`src/rtl/hazard_ctrl.sv`:
```
// hazard_ctrl: pipeline hazard unit producing per-stage stall/flush controls with optional perf counters.
// Ports: clk, rst (async, active-high); rsD/rtD decode sources; rtE/memtoregE/regwriteE execute load info;
//   branch_takenD; div_startE/div_done divider handshake; mem_reqM/mem_ack memory handshake; excM exception;
//   stallF/D/E/M and flushD/E/M/W pipeline-register controls; stall_cycles/flush_count perf counters.
// Build option: define HAZARD_PERF_CNT_EN to enable the saturating perf counters (otherwise tied to 0).
module hazard_ctrl #(
  parameter int REG_W = 5,
  parameter int CNT_W = 32
) (
  input  logic             clk,
  input  logic             rst,
  input  logic [REG_W-1:0] rsD,
  input  logic [REG_W-1:0] rtD,
  input  logic [REG_W-1:0] rtE,
  input  logic             memtoregE,
  input  logic             regwriteE,
  input  logic             branch_takenD,
  input  logic             div_startE,
  input  logic             div_done,
  input  logic             mem_reqM,
  input  logic             mem_ack,
  input  logic             excM,
  output logic             stallF,
  output logic             stallD,
  output logic             stallE,
  output logic             stallM,
  output logic             flushD,
  output logic             flushE,
  output logic             flushM,
  output logic             flushW,
  output logic [CNT_W-1:0] stall_cycles,
  output logic [CNT_W-1:0] flush_count
);
  localparam logic [1:0] RUN = 2'd0, DIV_WAIT = 2'd1, MEM_WAIT = 2'd2;
  logic [1:0] state, state_nx;
  logic load_use, mem_busy, div_busy;
  assign load_use = memtoregE & regwriteE & (rtE != '0) & ((rtE == rsD) | (rtE == rtD));
  // Once a wait is entered it is held until its completion strobe, even if the request drops early.
  assign mem_busy = (mem_reqM | (state == MEM_WAIT)) & ~mem_ack;
  assign div_busy = (div_startE | (state == DIV_WAIT)) & ~div_done;
  always_ff @(posedge clk or posedge rst)
    if (rst) state <= RUN;
    else state <= state_nx;
  // A divide that coincides with a memory wait falls through to DIV_WAIT on the ack cycle.
  always_comb state_nx = excM ? RUN : mem_busy ? MEM_WAIT : div_busy ? DIV_WAIT : RUN;
  always_comb begin
    stallM = ~rst & ~excM & mem_busy;
    stallE = ~rst & ~excM & (mem_busy | div_busy);
    stallD = ~rst & ~excM & (mem_busy | div_busy | load_use);
    stallF = stallD;
    flushW = ~rst & (excM | mem_busy);
    flushM = ~rst & (excM | (~mem_busy & div_busy));
    flushE = ~rst & (excM | (~mem_busy & ~div_busy & load_use));
    flushD = ~rst & (excM | (branch_takenD & ~stallD));
  end
`ifdef HAZARD_PERF_CNT_EN
  logic any_flush;
  assign any_flush = flushD | flushE | flushM | flushW;
  always_ff @(posedge clk or posedge rst)
    if (rst) begin
      stall_cycles <= '0;
      flush_count  <= '0;
    end else begin
      stall_cycles <= stall_cycles + CNT_W'(stallF & ~&stall_cycles);
      flush_count  <= flush_count + CNT_W'(any_flush & ~&flush_count);
    end
`else
  assign stall_cycles = '0;
  assign flush_count  = '0;
`endif
endmodule

```
`config.mk`:
```
export PLATFORM = sky130hd
export DESIGN_NAME = hazard_ctrl
export DESIGN_NICKNAME = d
export VERILOG_FILES = /design/src/rtl/hazard_ctrl.sv
export SDC_FILE = /design/constraint.sdc
export NUM_CORES = 1
export LEC_CHECK = 0
export CORE_ASPECT_RATIO = 1.4
export CORE_UTILIZATION = 29
export DETAILED_ROUTE_END_ITERATION = 6
export GPL_ROUTABILITY_DRIVEN = 0
export PLACE_DENSITY = 0.86
export SYNTH_ARGS = -nofsm -noshare
export SYNTH_HDL_FRONTEND = slang
export SYNTH_SLANG_ARGS = --single-unit
export TNS_END_PERCENT = 20
```
`constraint.sdc`:
```
create_clock -name clk -period 4.36 [get_ports clk]
set_clock_uncertainty 0.15 [all_clocks]
set_input_delay 0.872 -clock clk [delete_from_list [all_inputs] [get_ports clk]]
set_output_delay 0.872 -clock clk [all_outputs]
set_load 0.01 [all_outputs]
```
After elaboration in Yosys (flattened, before gate mapping)

Cells that the tools add are included.

Input port bits: 25
Output and inout port bits: 72
Word-level logic and storage cells: 42
Flip-flop bits (word level): 2

Eq/ne operators: 4
Reduce and logical (&&, ||, !) cells: 1
Multiplexer cells: 3
Bitwise operators: 33

Operator list:

| kind                 | number |
|---|---|
| $and A1 B1 Y1        | 17 |
| $eq A5 B5 Y1         | 2 |
| $or A1 B1 Y1         | 9 |
| $not A1 Y1           | 7 |
| $reduce_bool A5 Y1   | 1 |
| $mux W2              | 2 |
| $eq A2 B1 Y1 const B | 1 |
| $eq A2 B2 Y1 const B | 1 |
| $mux W1              | 1 |

Depth between registers and ports, before layout

Depth after elaboration: 10
Gate-level depth with buffers: 5
Depth with buffers taken out: 4

Worst setup path before layout

Ideal clock, no wire load.

Path kind: input -> output
Start: input port rtE[1]
End: output port stallF
Setup slack: 1366 ps
Arrival time: 1972 ps
Data required time: 3338 ps
Path buffers: 1
Stages: 5
Cells stage by stage: or4_1 > o211ai_2 > or3_2 > o32ai_1 > buf_4

Cells in the longest elaborated chain, start to end: 5
Elaborated cells on any way between the ends: 8
Classes of those cells: eq/ne: 2; bitwise: 5; reduce/logical: 1

RTL lines:

| item                                                      | line | RTL |
|---|---|---|
| from (decl)                                               | 14   | `input logic [REG_W-1:0] rtE,` |
| $eq A5 B5 Y1 / $reduce_bool A5 Y1 (equally long branches) | 37   | `assign load_use = memtoregE & regwriteE & (rtE != '0) & ((rtE == rsD) \| (rtE == rtD));` |
| $or A1 B1 Y1 / $and A1 B1 Y1 (equally long branches)      | 37   |  |
| $and A1 B1 Y1 *                                           | 37   |  |
| $or A1 B1 Y1 *                                            | 49   | `stallD = ~rst & ~excM & (mem_busy \| div_busy \| load_use);` |
| $and A1 B1 Y1 *                                           | 49   |  |
| to (decl)                                                 | 23   | `output logic stallF,` |

Mark *: on every way between the ends. The rest lies on a longest branch, timed or not.

Worst setup path after layout

Start: input port rtE[1]
End: output port flushD

Cells in the longest elaborated chain, start to end: 9
Elaborated cells on any way between the ends: 12
Classes of those cells: eq/ne: 2; bitwise: 9; reduce/logical: 1

RTL lines:

| item                                                      | line | RTL |
|---|---|---|
| $eq A5 B5 Y1 / $reduce_bool A5 Y1 (equally long branches) | 37   |  |
| $or A1 B1 Y1 / $and A1 B1 Y1 (equally long branches)      | 37   |  |
| $and A1 B1 Y1 *                                           | 37   |  |
| $or A1 B1 Y1 *                                            | 49   |  |
| $and A1 B1 Y1 *                                           | 49   |  |
| $not A1 Y1 *                                              | 54   | `flushD = ~rst & (excM \| (branch_takenD & ~stallD));` |
| $and A1 B1 Y1 *                                           | 54   |  |
| $or A1 B1 Y1 *                                            | 54   |  |
| $and A1 B1 Y1 *                                           | 54   |  |
| to (decl)                                                 | 27   | `output logic flushD,` |

Marked as above.

==> impl_metrics.env <==
export IMPL_status="finished, final reports clean"
export IMPL_ir_drop_uv=48.91
export IMPL_numPortBuffers=32
export IMPL_drt_initial_drc_count=13
export IMPL_synth_top_area_share_pct=58.91
export IMPL_ys_flop_type="dfrtp_1"
export IMPL_drtPass1Iterations=4
export IMPL_yosysSeqAreaShare_pct=6.042
export IMPL_critPathMaxStageDelay_ns=0.56
export IMPL_vias_per_cell=3.492
export IMPL_crit_buf_inv=2
export IMPL_fin_crit_ns=3.958
export IMPL_whs_path_depth=3
export IMPL_die_h_um=65.24
export IMPL_path_common_cell="clkdlybuf4s50_1"
export IMPL_postSynthCellCount=109
export IMPL_syn_area_sq_um=828.3
export IMPL_grt_setup_unrepaired="no"
export IMPL_ys_types=24
export IMPL_cts_sinks=2
export IMPL_cts_root_buf="clkbuf_4"
export IMPL_timing_rr_start="state[0]$_DFF_PP0_"
export IMPL_setup_worst_path_class="in -> out"
export IMPL_synth_warnings=0
export IMPL_crit_start="rtE[1]"
export IMPL_grt_ovfl_total=0
export IMPL_holdBufCountCts=0
export IMPL_drtAntennaViolNets=0
export IMPL_synth_largest_area_cell="buf_4"
export IMPL_diodes=0
export IMPL_slew_violations=0
export IMPL_period_share_pct=90.78
export IMPL_cts_buffers=3
export IMPL_max_cap_violations=0
export IMPL_syn_mean_instance_area_sq_um=7.599
export IMPL_grt_pass1_vias=469
export IMPL_grt_pass1_wl_mm=1.842
export IMPL_dpl_cell_area_sq_um=953.4
export IMPL_async_reset_ff_share_pct=100.0
export IMPL_vias=625
export IMPL_top_regs="state (2)"
export IMPL_cp_top_family="buffers and inverters"
export IMPL_ys_ff_latch=2
export IMPL_hold_path_startpoint="state[0]$_DFF_PP0_"
export IMPL_dp_slack_ns=0.3923
export IMPL_cts_setup_buffers=0
export IMPL_cp_max_fo=3
export IMPL_r2r_cells=4
export IMPL_synth_edf_count=0
export IMPL_htreeDepth=1
export IMPL_hpwl_mm=1.194
export IMPL_cts_tree="done"
export IMPL_leakage_nw=0.4960
export IMPL_cp_data_arrival_time_ns=2.94
export IMPL_grt_max_degree=10
export IMPL_setup_violations=0
export IMPL_max_freq_ghz=0.2527
export IMPL_grtUsageTotal_pct=8.740
export IMPL_layout_drive_gt1_share_pct=6.294
export IMPL_clkTransAtPathRegs_ns=0.03
export IMPL_synth_common_cells="65 x buf_4, 10 x xor2_1, 5 x nor2_1"
export IMPL_crit_chain="clkdlybuf4s50_1, or4_1, o211ai_2, a41o_1, a31o_2, clkdlybuf4s50_1"
export IMPL_coreArea_sq_mm=0.002670
export IMPL_cp_required_ns=3.34
export IMPL_crit_path_top_delay_cell="or4_1"
export IMPL_area_growth_pct=17.82
export IMPL_antenna_found_initial=0
export IMPL_ios=97
export IMPL_drc=0
export IMPL_whs_ns=0.5461
export IMPL_clockBufferDepth=2
export IMPL_crit_path_start_kind="primary input"
export IMPL_drt_total_wl_mm=1.337
export IMPL_dieArea_sq_mm=0.003077
export IMPL_setup_ws_ns=0.4021
export IMPL_hold_viol=0
export IMPL_cts_repair_resized=0
export IMPL_fin_nets=170
export IMPL_clk_latency_ns=0.23
export IMPL_num_rows=22
export IMPL_pwr_density_cell_mw_per_mm2=152.4
export IMPL_synth_most_common_cell="buf_4"
export IMPL_hold_path_class="reg -> reg"
export IMPL_final_area_sq_um=975.9
export IMPL_synth_area_leaders="buf_4 59%, xor2_1 11%, dfrtp_1 6.0%, nor3_1 2.4%, nor2_1 2.3%"
export IMPL_largest_reg_flops=2
export IMPL_top_register="state"
export IMPL_initial_core_util_pct=31.02
export IMPL_cp_depth=6
export IMPL_tns_ns=0
export IMPL_die_w_um=47.17
export IMPL_endpoint_kind="output pin"
export IMPL_wl_per_cell_um=7.469
-- stage by stage --
stage / power [mW] / std cells / util [%]
5_1_grt: 0.1624 / 179 / 36.55
4_1_cts: 0.1513 / 179 / 36.55
6_report: 0.1487 / 179 / 36.55
3_3_place_gp: 0.1050 / 176 / 35.71
2_1_floorplan: 0.1104 / 172 / -
3_5_place_dp: 0.1058 / 176 / 35.71
-- metal layers --
layer | global-route usage, % | up-vias | share of wire [%]
met2 | 15.80 | 68 | 55
met4 | 8.571 | 0 | 2.0
li1 | - | 292 | -
met5 | 0 | - | 0
met1 | 7.500 | 263 | 28
met3 | 0.8242 | 2 | 14
-- cell usage in the layout (no fill, tap or decap) --
master           instances
a21oi_1                  2
a22oi_1                  1
a31o_2                   1
a41o_1                   1
and2_1                   1
buf_4                    2
clkbuf_4                 3
clkdlybuf4s50_1         32
conb_1                  64
dfrtp_1                  2
inv_1                    2
nand2_1                  1
nand2b_1                 1
nand4b_1                 1
nor2_1                   5
nor2b_1                  3
nor3_1                   4
o211ai_2                 1
o21bai_1                 1
o21bai_4                 1
o22ai_1                  1
o32ai_1                  1
or3_2                    1
or4_1                    1
xor2_1                  10
-- power by group --
| part | switching (mW) | internal [mW] |
|---|---|---|
| Clock | 0.0119 | 0.0305 |
| Combinational | 0.0479 | 0.0386 |
| Sequential | 0.000329 | 0.0195 |
| Total | 0.0601 | 0.0886 |
-- final timing paths --
| check | end | slack, ns |
|---|---|---|
| max | flushD | 0.40 |
| min | state[1]$_DFF_PP0_ | 0.55 |
| max reg2reg | state[0]$_DFF_PP0_ | 3.22 |
| min reg2reg | state[1]$_DFF_PP0_ | 0.55 |
| max in group asynchronous | state[1]$_DFF_PP0_ | 3.08 |
| min in group asynchronous | state[0]$_DFF_PP0_ | 0.86 |
-- worst reg2reg max path, delay by kind of cell, from the launching register on --
kind / cells / cell delay (ns)
simple gates: 2 / 0.17
compound gates: 1 / 0.19
buf+inv: 1 / 0.16
flops: 1 / 0.36
-- cell families (layout without fill, tap and decap cells) --
group / after synthesis / after routing / synth area share, %
and+or+nand+nor: 18 / 18 / 11.78
other: 1 / 64 / 0.4527
xor gates and xnor gates: 10 / 10 / 10.57
buffers and inverters: 68 / 39 / 60.27
AOI/OAI and AO/OA: 10 / 10 / 10.88
DFF: 2 / 2 / 6.043
-- final cells by class --
type | instances | area [sq um]
Multi-Input combinational cell | 102 | 515.5
Inverter | 2 | 7.507
Clock buffer | 3 | 22.52
Timing Repair Buffer | 34 | 335.3
Tap cell | 36 | 45.04
Sequential cell | 2 | 50.05
Fill cell | 306 | 1694
Note: power is estimated with default switching activity, not from simulation.
